--- src/rtl/rv32i_types.sv ---
// Shared RV32I pipeline types: branch-prediction tracking slot and PC constants.
package rv32i_types;

  localparam int unsigned XLEN = 32;
  localparam logic [XLEN-1:0] PC_STEP = 32'd4;

  typedef struct packed {
    logic            valid;
    logic [XLEN-1:0] pc;
    logic            p_tnt;
    logic [XLEN-1:0] p_target;
  } bp_slot_t;

endpackage

--- src/rtl/bp_slot_reg.sv ---
// One prediction-tracking slot register with synchronous reset, clear, load and hold.
module bp_slot_reg
  import rv32i_types::*;
(
  input  logic     clk,
  input  logic     rst,
  input  logic     load,
  input  logic     clear,
  input  bp_slot_t d,
  output bp_slot_t q
);

  // Clear beats load so a flush cannot be overridden by the incoming fetch.
  always_ff @(posedge clk) begin
    if (rst) begin
      q <= '0;
    end else if (clear) begin
      q <= '0;
    end else if (load) begin
      q <= d;
    end
  end

endmodule

--- src/rtl/bp_resolve_unit.sv ---
// Tracks fetch-time predictions through ID/EX, resolves them against EX outcomes,
// drives predictor update, fetch redirect and saturating branch statistics.
module bp_resolve_unit
  import rv32i_types::*;
#(
  parameter int CNT_W = 32
) (
  input  logic             clk,
  input  logic             rst,
  input  logic             stall,
  input  logic [31:0]      if_pc,
  input  logic             if_p_tnt,
  input  logic [31:0]      if_p_target,
  input  logic             ex_is_br,
  input  logic             ex_br_taken,
  input  logic [31:0]      ex_br_target,
  output logic             update,
  output logic             prev_mispredict,
  output logic [31:0]      ex_pc_out,
  output logic             redirect,
  output logic [31:0]      redirect_pc,
  output logic [CNT_W-1:0] br_count,
  output logic [CNT_W-1:0] mp_count
);

  localparam logic [CNT_W-1:0] CNT_MAX = '1;

  bp_slot_t id_d;
  bp_slot_t id_q;
  bp_slot_t ex_q;
  logic     slot_load;
  logic     slot_clear;
  logic     resolve;
  logic     mis;

  assign id_d = '{valid: 1'b1, pc: if_pc, p_tnt: if_p_tnt, p_target: if_p_target};

  // Stall holds both slots; a redirect flushes ID and the wrong-path IF instruction.
  assign slot_load  = !stall;
  assign slot_clear = !stall && redirect;

  bp_slot_reg u_id_slot (
    .clk   (clk),
    .rst   (rst),
    .load  (slot_load),
    .clear (slot_clear),
    .d     (id_d),
    .q     (id_q)
  );

  bp_slot_reg u_ex_slot (
    .clk   (clk),
    .rst   (rst),
    .load  (slot_load),
    .clear (slot_clear),
    .d     (id_q),
    .q     (ex_q)
  );

  // Resolve only on the unstalled cycle, so a branch held in EX pulses once.
  always_comb begin
    resolve         = !stall && ex_q.valid && ex_is_br;
    mis             = (ex_q.p_tnt != ex_br_taken) ||
                      (ex_br_taken && ex_q.p_tnt && (ex_q.p_target != ex_br_target));
    update          = resolve;
    prev_mispredict = resolve && mis;
    redirect        = prev_mispredict;
    redirect_pc     = '0;
    if (redirect) begin
      redirect_pc = ex_br_taken ? ex_br_target : (ex_q.pc + PC_STEP);
    end
    ex_pc_out = ex_q.valid ? ex_q.pc : '0;
  end

  always_ff @(posedge clk) begin
    if (rst) begin
      br_count <= '0;
      mp_count <= '0;
    end else begin
      if (resolve && (br_count != CNT_MAX)) begin
        br_count <= br_count + 1'b1;
      end
      if (prev_mispredict && (mp_count != CNT_MAX)) begin
        mp_count <= mp_count + 1'b1;
      end
    end
  end

endmodule

--- config.mk ---
export PLATFORM = sky130hd
export DESIGN_NAME = bp_resolve_unit
export DESIGN_NICKNAME = d
export VERILOG_FILES = /design/src/rtl/rv32i_types.sv /design/src/rtl/bp_slot_reg.sv /design/src/rtl/bp_resolve_unit.sv
export SDC_FILE = /design/constraint.sdc
export NUM_CORES = 1
export LEC_CHECK = 0
export BUFFER_PORTS_ARGS = -buffer_cell sky130_fd_sc_hd__clkbuf_2
export CORE_MARGIN = 3
export CORE_UTILIZATION = 25
export CTS_BUF_LIST = sky130_fd_sc_hd__clkbuf_16
export CTS_CLUSTER_SIZE = 14
export DETAILED_ROUTE_END_ITERATION = 10
export PLACE_DENSITY = 0.42
export SKIP_LAST_GASP = 1
export SYNTH_ARGS = -nofsm -noshare
export SYNTH_HDL_FRONTEND = slang
export SYNTH_SLANG_ARGS = --single-unit
--- constraint.sdc ---
create_clock -name clk -period 3.93 [get_ports clk]
set_input_delay 0.9825 -clock clk [delete_from_list [all_inputs] [get_ports clk]]
set_output_delay 0.9825 -clock clk [all_outputs]
set_load 0.02 [all_outputs]
**Yosys cells after proc, flatten, opt, wreduce, memory -nomap -nowiden**

Index checks and enable logic that the tools add are counted.

- $add $sub $neg: 3
- Muxes and demuxes: 3
- Eq/ne operators: 4
- Reductions and logical operators: 11

Operator list:

| operator | count |
|---|---|
| two-way mux 32 bit | 3 |
| adder 32 x 1 -> 32 bit (second input constant) | 2 |
| inequality test 32 bit (second input constant) | 2 |
| adder 32 x 3 -> 32 bit (second input constant) | 1 |
| inequality test 32 bit | 1 |
| logical AND 1 bit | 8 |
| OR reduction 2 bit | 1 |
| zero test 1 bit | 1 |
| logical OR 1 bit | 1 |
| inequality test 1 bit | 1 |

- Word-level logic and storage cells: 31
- Register bits: 196

**Logic depth before layout (Yosys ltp)**

- Word-level depth: 6
- Depth in mapped cells: 11

**By module**

Synthesis repeated with hierarchy kept, for this count alone.

- Cell total of the unflattened synthesis: 1056
- Area total of the unflattened synthesis: 9586.7 sq um

Modules (own cells, without submodules):

| module | cells an instance | times used | seq. area each (sq um) | area an instance (sq um) |
|---|---|---|---|---|
| bp_slot_reg | 214 | 2 | 1321.3 | 2426.1 |
| bp_resolve_unit | 628 | 1 | 1281.2 | 4734.5 |

**Worst setup path before layout**

OpenSTA, ideal clock, no wires.

- Path kind: input to output
- Start point: in stall
- End point: out redirect_pc[13]
- Buffers on the path: 3
- Data arrival time: 2831 ps
- Required time: 2947 ps
- Setup slack: 117 ps
- Cell stages on the path: 9
- Cells stage by stage: clkbuf_1 -> or2_1 -> inv_1 -> nand2_1 -> a21oi_1 -> a21oi_1 -> clkbuf_1 -> clkbuf_1 -> a211oi_1

- Longest elaborated chain between the ends: 5

RTL lines:

| item | line | text |
|---|---|---|
| from (decl) | bp_resolve_unit.sv:10 | `input logic stall,` |
| zero test 1 bit | bp_resolve_unit.sv:62 | `resolve = !stall && ex_q.valid && ex_is_br;` |
| logical AND 1 bit (2 in a row) | bp_resolve_unit.sv:62 |  |
| via update | bp_resolve_unit.sv:17 | `output logic update,` |
| logical AND 1 bit | bp_resolve_unit.sv:66 | `prev_mispredict = resolve && mis;` |
| two-way mux 32 bit | bp_resolve_unit.sv:69 | `if (redirect) begin` |
| to (decl) | bp_resolve_unit.sv:21 | `output logic [31:0] redirect_pc,` |

The timed path passes the listed nets, and every way through them passes these cells.

**Worst setup path after layout**

- Start point: in ex_br_target[0]
- End point: out redirect_pc[29]

- Longest elaborated chain between the ends: 5

RTL lines:

| item | line | text |
|---|---|---|
| from (decl) | bp_resolve_unit.sv:16 | `input logic [31:0] ex_br_target,` |
| inequality test 32 bit | bp_resolve_unit.sv:64 | `(ex_br_taken && ex_q.p_tnt && (ex_q.p_target != ex_br_target));` |
| logical AND 1 bit | bp_resolve_unit.sv:64 |  |
| logical OR 1 bit | bp_resolve_unit.sv:63 | `mis = (ex_q.p_tnt != ex_br_taken) \|\|` |
| logical AND 1 bit | bp_resolve_unit.sv:66 |  |
| two-way mux 32 bit | bp_resolve_unit.sv:69 |  |

Every way passes these cells.

==> results.toml <==
[synthesis]
dominantRegCellSynth = "sky130_fd_sc_hd__dfxtp_1"
post_synth.cell_area_avg_sq_um = 8.83
yosysWarningCount = 0
edff_count_synth = 0
postSynthRegisterBits = 196
synth_async_sr_flop_share_pct = 0
synth-seq-area-share_pct = 41.6
synthesis.instances = 1069
synthesis.area_sq_um = 9440
synth_cell_types = 49
syn_nets = 1175

[power]
net-switching-power_w = 0.00107
p_leak_nw = 5.22
pwr-share-seq_pct = 49.1
power.share.clock_pct = 42.1
ir_drop_mv = 0.282
power_per_cell_area_nw_per_um2 = 361
report.power.total_w = 0.00428
power.combinational.fraction_pct = 8.8
p_int_w = 0.00321
power_switching_share_pct = 24.9

[global_routing]
grt_pass1_vias = 7959
pin_count_of_the_biggest_net_entering_global_routing = 86
grt_overflow_total = 0
grt_pass1_wl_mm = 47.6
antenna_violations_before_repair = 0
grt.total_usage_pct = 15.3

[clocking]
clk_latency_ns = 0.44
cts_root_buffer = "sky130_fd_sc_hd__clkbuf_16"
number_of_clock_sinks_seen_by_cts = 196
cts_tree = "yes"
worst_setup_hold_path_clk_slew_ns = 0.07
total_cts_buffers = 17
cts-hold-fix-buffers = 0
cts-root-to-sink-buffers = 2
htree_num_levels = 4

[routing]
antenna_violating_nets_post_route = 0
met2_length_mm = 14.6
drt-total-wl_mm = 30.9
remaining_drc_errors = 0
routed-via-count = 8027
top_layer = "met4"
dr.first_iter.drc_count = 264
routedWlPerCell_microns = 17.2
routed_wl_met3_mm = 1.81
via_per_inst = 4.47
detail_route.first_pass.iterations = 4
wl_met1_mm = 14.1

[timing]
max_freq_ghz = 0.263
final.setup_skew_ns = 0.00984
layout_min_cycle_time_ns = 3.80
grt_setup_unrepaired = "true"
finalHoldViolations = 0
setup_total_negative_slack_ns = 0
setup-violations-final = 0
timing.final.max_slew_violations = 0
max_slew.worst_pin.slew_ns = 1.07
post-route-worst-setup-slack_ns = 0.132
timing.final.crit_share_pct = 96.6
max-slew-margin-rel_pct = 28.8

[die]
die_area_sq_um = 40100
die_h_microns = 200
floorplan.io_pins = 233
floorplan.initialDensity_pct = 25.6
dieWidth_microns = 200
row_count = 70
floorplan.core_area_sq_um = 36900

[placed_design]
placedInstanceArea_sq_um = 11200
port_buffers = 232
routabilityCongestion = 0.793
place_hpwl_mm = 23.2
post-place-ws_ns = -0.295

[critical_path]
timing.critical_path.cells = "clkbuf_2 -> xnor2_2 -> nand4_1 -> nor4_4 -> a21oi_1 -> a21oi_4 -> buf_12 -> inv_1 -> o211a_1 -> clkbuf_2"
cp_common_cell = "sky130_fd_sc_hd__clkbuf_2"
critPathRequiredTime_ns = 2.95
path_class = "input port to output port"
timing.critical_path.buf_inv = 4
setup.worst_path.start_class = "input port"
critical-path-top-delay-family = "simple AND/OR/NAND/NOR gates"
max_stage_delay_ns = 0.36
cp_max_fo = 7
critical_path.endpoint_type = "output port"
cp.arrival_ns = 2.82
crit_path_top_delay_cell = "sky130_fd_sc_hd__nor4_4"

[finish]
synth_to_final_area_change_pct = 25.6
layout_commonest_cell = "sky130_fd_sc_hd__clkbuf_2"
num-nets-final = 1386
most_frequent_cells_in_the_layout = "sky130_fd_sc_hd__clkbuf_2, sky130_fd_sc_hd__nor2_1, sky130_fd_sc_hd__dfxtp_1, sky130_fd_sc_hd__mux2i_1, sky130_fd_sc_hd__xnor2_1"
final_design_area_no_fill_sq_um = 11900
final_layout_size_suffix_gt1_share_pct = 25.5
diodes = 0

[status]
outcome = "completed"

[worst_hold_path]
hp-class = "flop to flop"

[flow_run]
max_cap_viol_count = 0
-- sequential cells by signal, indices dropped and copies added, names as in the netlist --
register     count
br_count        32
mp_count        32
u_ex_slot.q     66
u_id_slot.q     66
-- through the flow --
| step | util, % | cells | hold slack, ns |
|---|---|---|---|
| 4_1_cts | 32.0 | 1795 | 0.452 |
| 5_1_grt | 32.1 | 1796 | 0.482 |
| 2_1_floorplan | - | 1069 | 0.429 |
| 3_3_place_gp | 30.3 | 1764 | 0.437 |
| 6_report | 32.1 | 1796 | 0.450 |
| 3_5_place_dp | 30.3 | 1764 | 0.440 |
-- synthesized netlist by cell type (3+ instances only) --
cell                       instances  share of area [%]
sky130_fd_sc_hd__and2_1           36                2.4
sky130_fd_sc_hd__nand2_1          48                1.9
sky130_fd_sc_hd__a21oi_1          40                2.1
sky130_fd_sc_hd__clkbuf_1         48                1.9
sky130_fd_sc_hd__mux2_1            5               0.60
sky130_fd_sc_hd__nor4b_1           3               0.28
sky130_fd_sc_hd__nand4_1          24                1.6
sky130_fd_sc_hd__o21ai_0          21                1.1
sky130_fd_sc_hd__and3_1           18                1.2
sky130_fd_sc_hd__buf_4             4               0.32
sky130_fd_sc_hd__mux2i_1         137                 15
sky130_fd_sc_hd__nor3_1           15               0.80
sky130_fd_sc_hd__nor4_1           11               0.73
sky130_fd_sc_hd__xnor2_1          55                5.1
sky130_fd_sc_hd__or3_1            23                1.5
sky130_fd_sc_hd__and4_1            6               0.56
sky130_fd_sc_hd__inv_1             6               0.24
sky130_fd_sc_hd__xor2_1           26                2.4
sky130_fd_sc_hd__dfxtp_1         196                 42
sky130_fd_sc_hd__buf_2            10               0.53
sky130_fd_sc_hd__ha_1              4               0.53
sky130_fd_sc_hd__a211oi_1          6               0.48
sky130_fd_sc_hd__nor4_4            3               0.68
sky130_fd_sc_hd__nand3_1          39                2.1
sky130_fd_sc_hd__nor2b_1          21                1.4
sky130_fd_sc_hd__nor2_1          223                8.9
sky130_fd_sc_hd__mux2_2           14                1.7
-- power groups by stage --
stage	combinational [W]	sequential (W)	clock (W)
global placement	0.000379	0.00215	0
detailed placement	0.000380	0.00215	0
floorplan	0.000235	0.00213	0
finish	0.000375	0.00210	0.00180
global route	0.000419	0.00211	0.00196
CTS	0.000384	0.00210	0.00190
-- routing by layer --
layer	vias to the layer above	global-route usage, %
met3	21	4.47
met1	3746	19.5
met4	0	3.46
met5	-	0
met2	192	25.7
li1	4068	-
-- cell families (layout without fill, tap and decap cells) --
family | count (synthesis) | after routing | synth area share [%]
xor gates and xnor gates | 81 | 81 | 7.51
buffers and inverters | 71 | 294 | 3.19
muxes | 156 | 156 | 16.8
adders and majority gates | 4 | 4 | 0.530
and+or+nand+nor | 487 | 487 | 25.9
AOI/OAI and AO/OA | 74 | 74 | 4.53
DFF | 196 | 196 | 41.6
-- worst min-delay path, delay by kind of cell, from the launching register on --
kind	cells	cell delay, ns
DFF	1	0.31
buffers and inverters	1	0.04
AOI/OAI and AO/OA	1	0.05
-- final cells by class --
class	count	area, sq um
clock buffer	17	425
clock inverter	14	160
fill	4012	25000
inverter	7	26.3
multi-input combinational	802	5310
sequential	196	3930
tap	504	631
timing repair buffer	256	1380
-- final timing paths --
check | start | to | slack, ns | depth (start not counted)
worst max-delay path | ex_br_target[0] | redirect_pc[29] | 0.13 | 10
worst min-delay path | u_id_slot.q[65] | u_id_slot.q[65] | 0.45 | 2
worst max register to register | u_ex_slot.q[0] | mp_count[10] | 1.23 | 9
worst min register to register | u_id_slot.q[65] | u_id_slot.q[65] | 0.45 | 2
-- what timing repair did --
action                                  4_1_cts  5_1_grt
pin swaps                                     0        4
hold endpoints to repair                      0        0
buffers inserted                              0        1
resized for setup                             5       12
endpoints found under the setup margin       34       32
(Power assumes the default switching activity.)
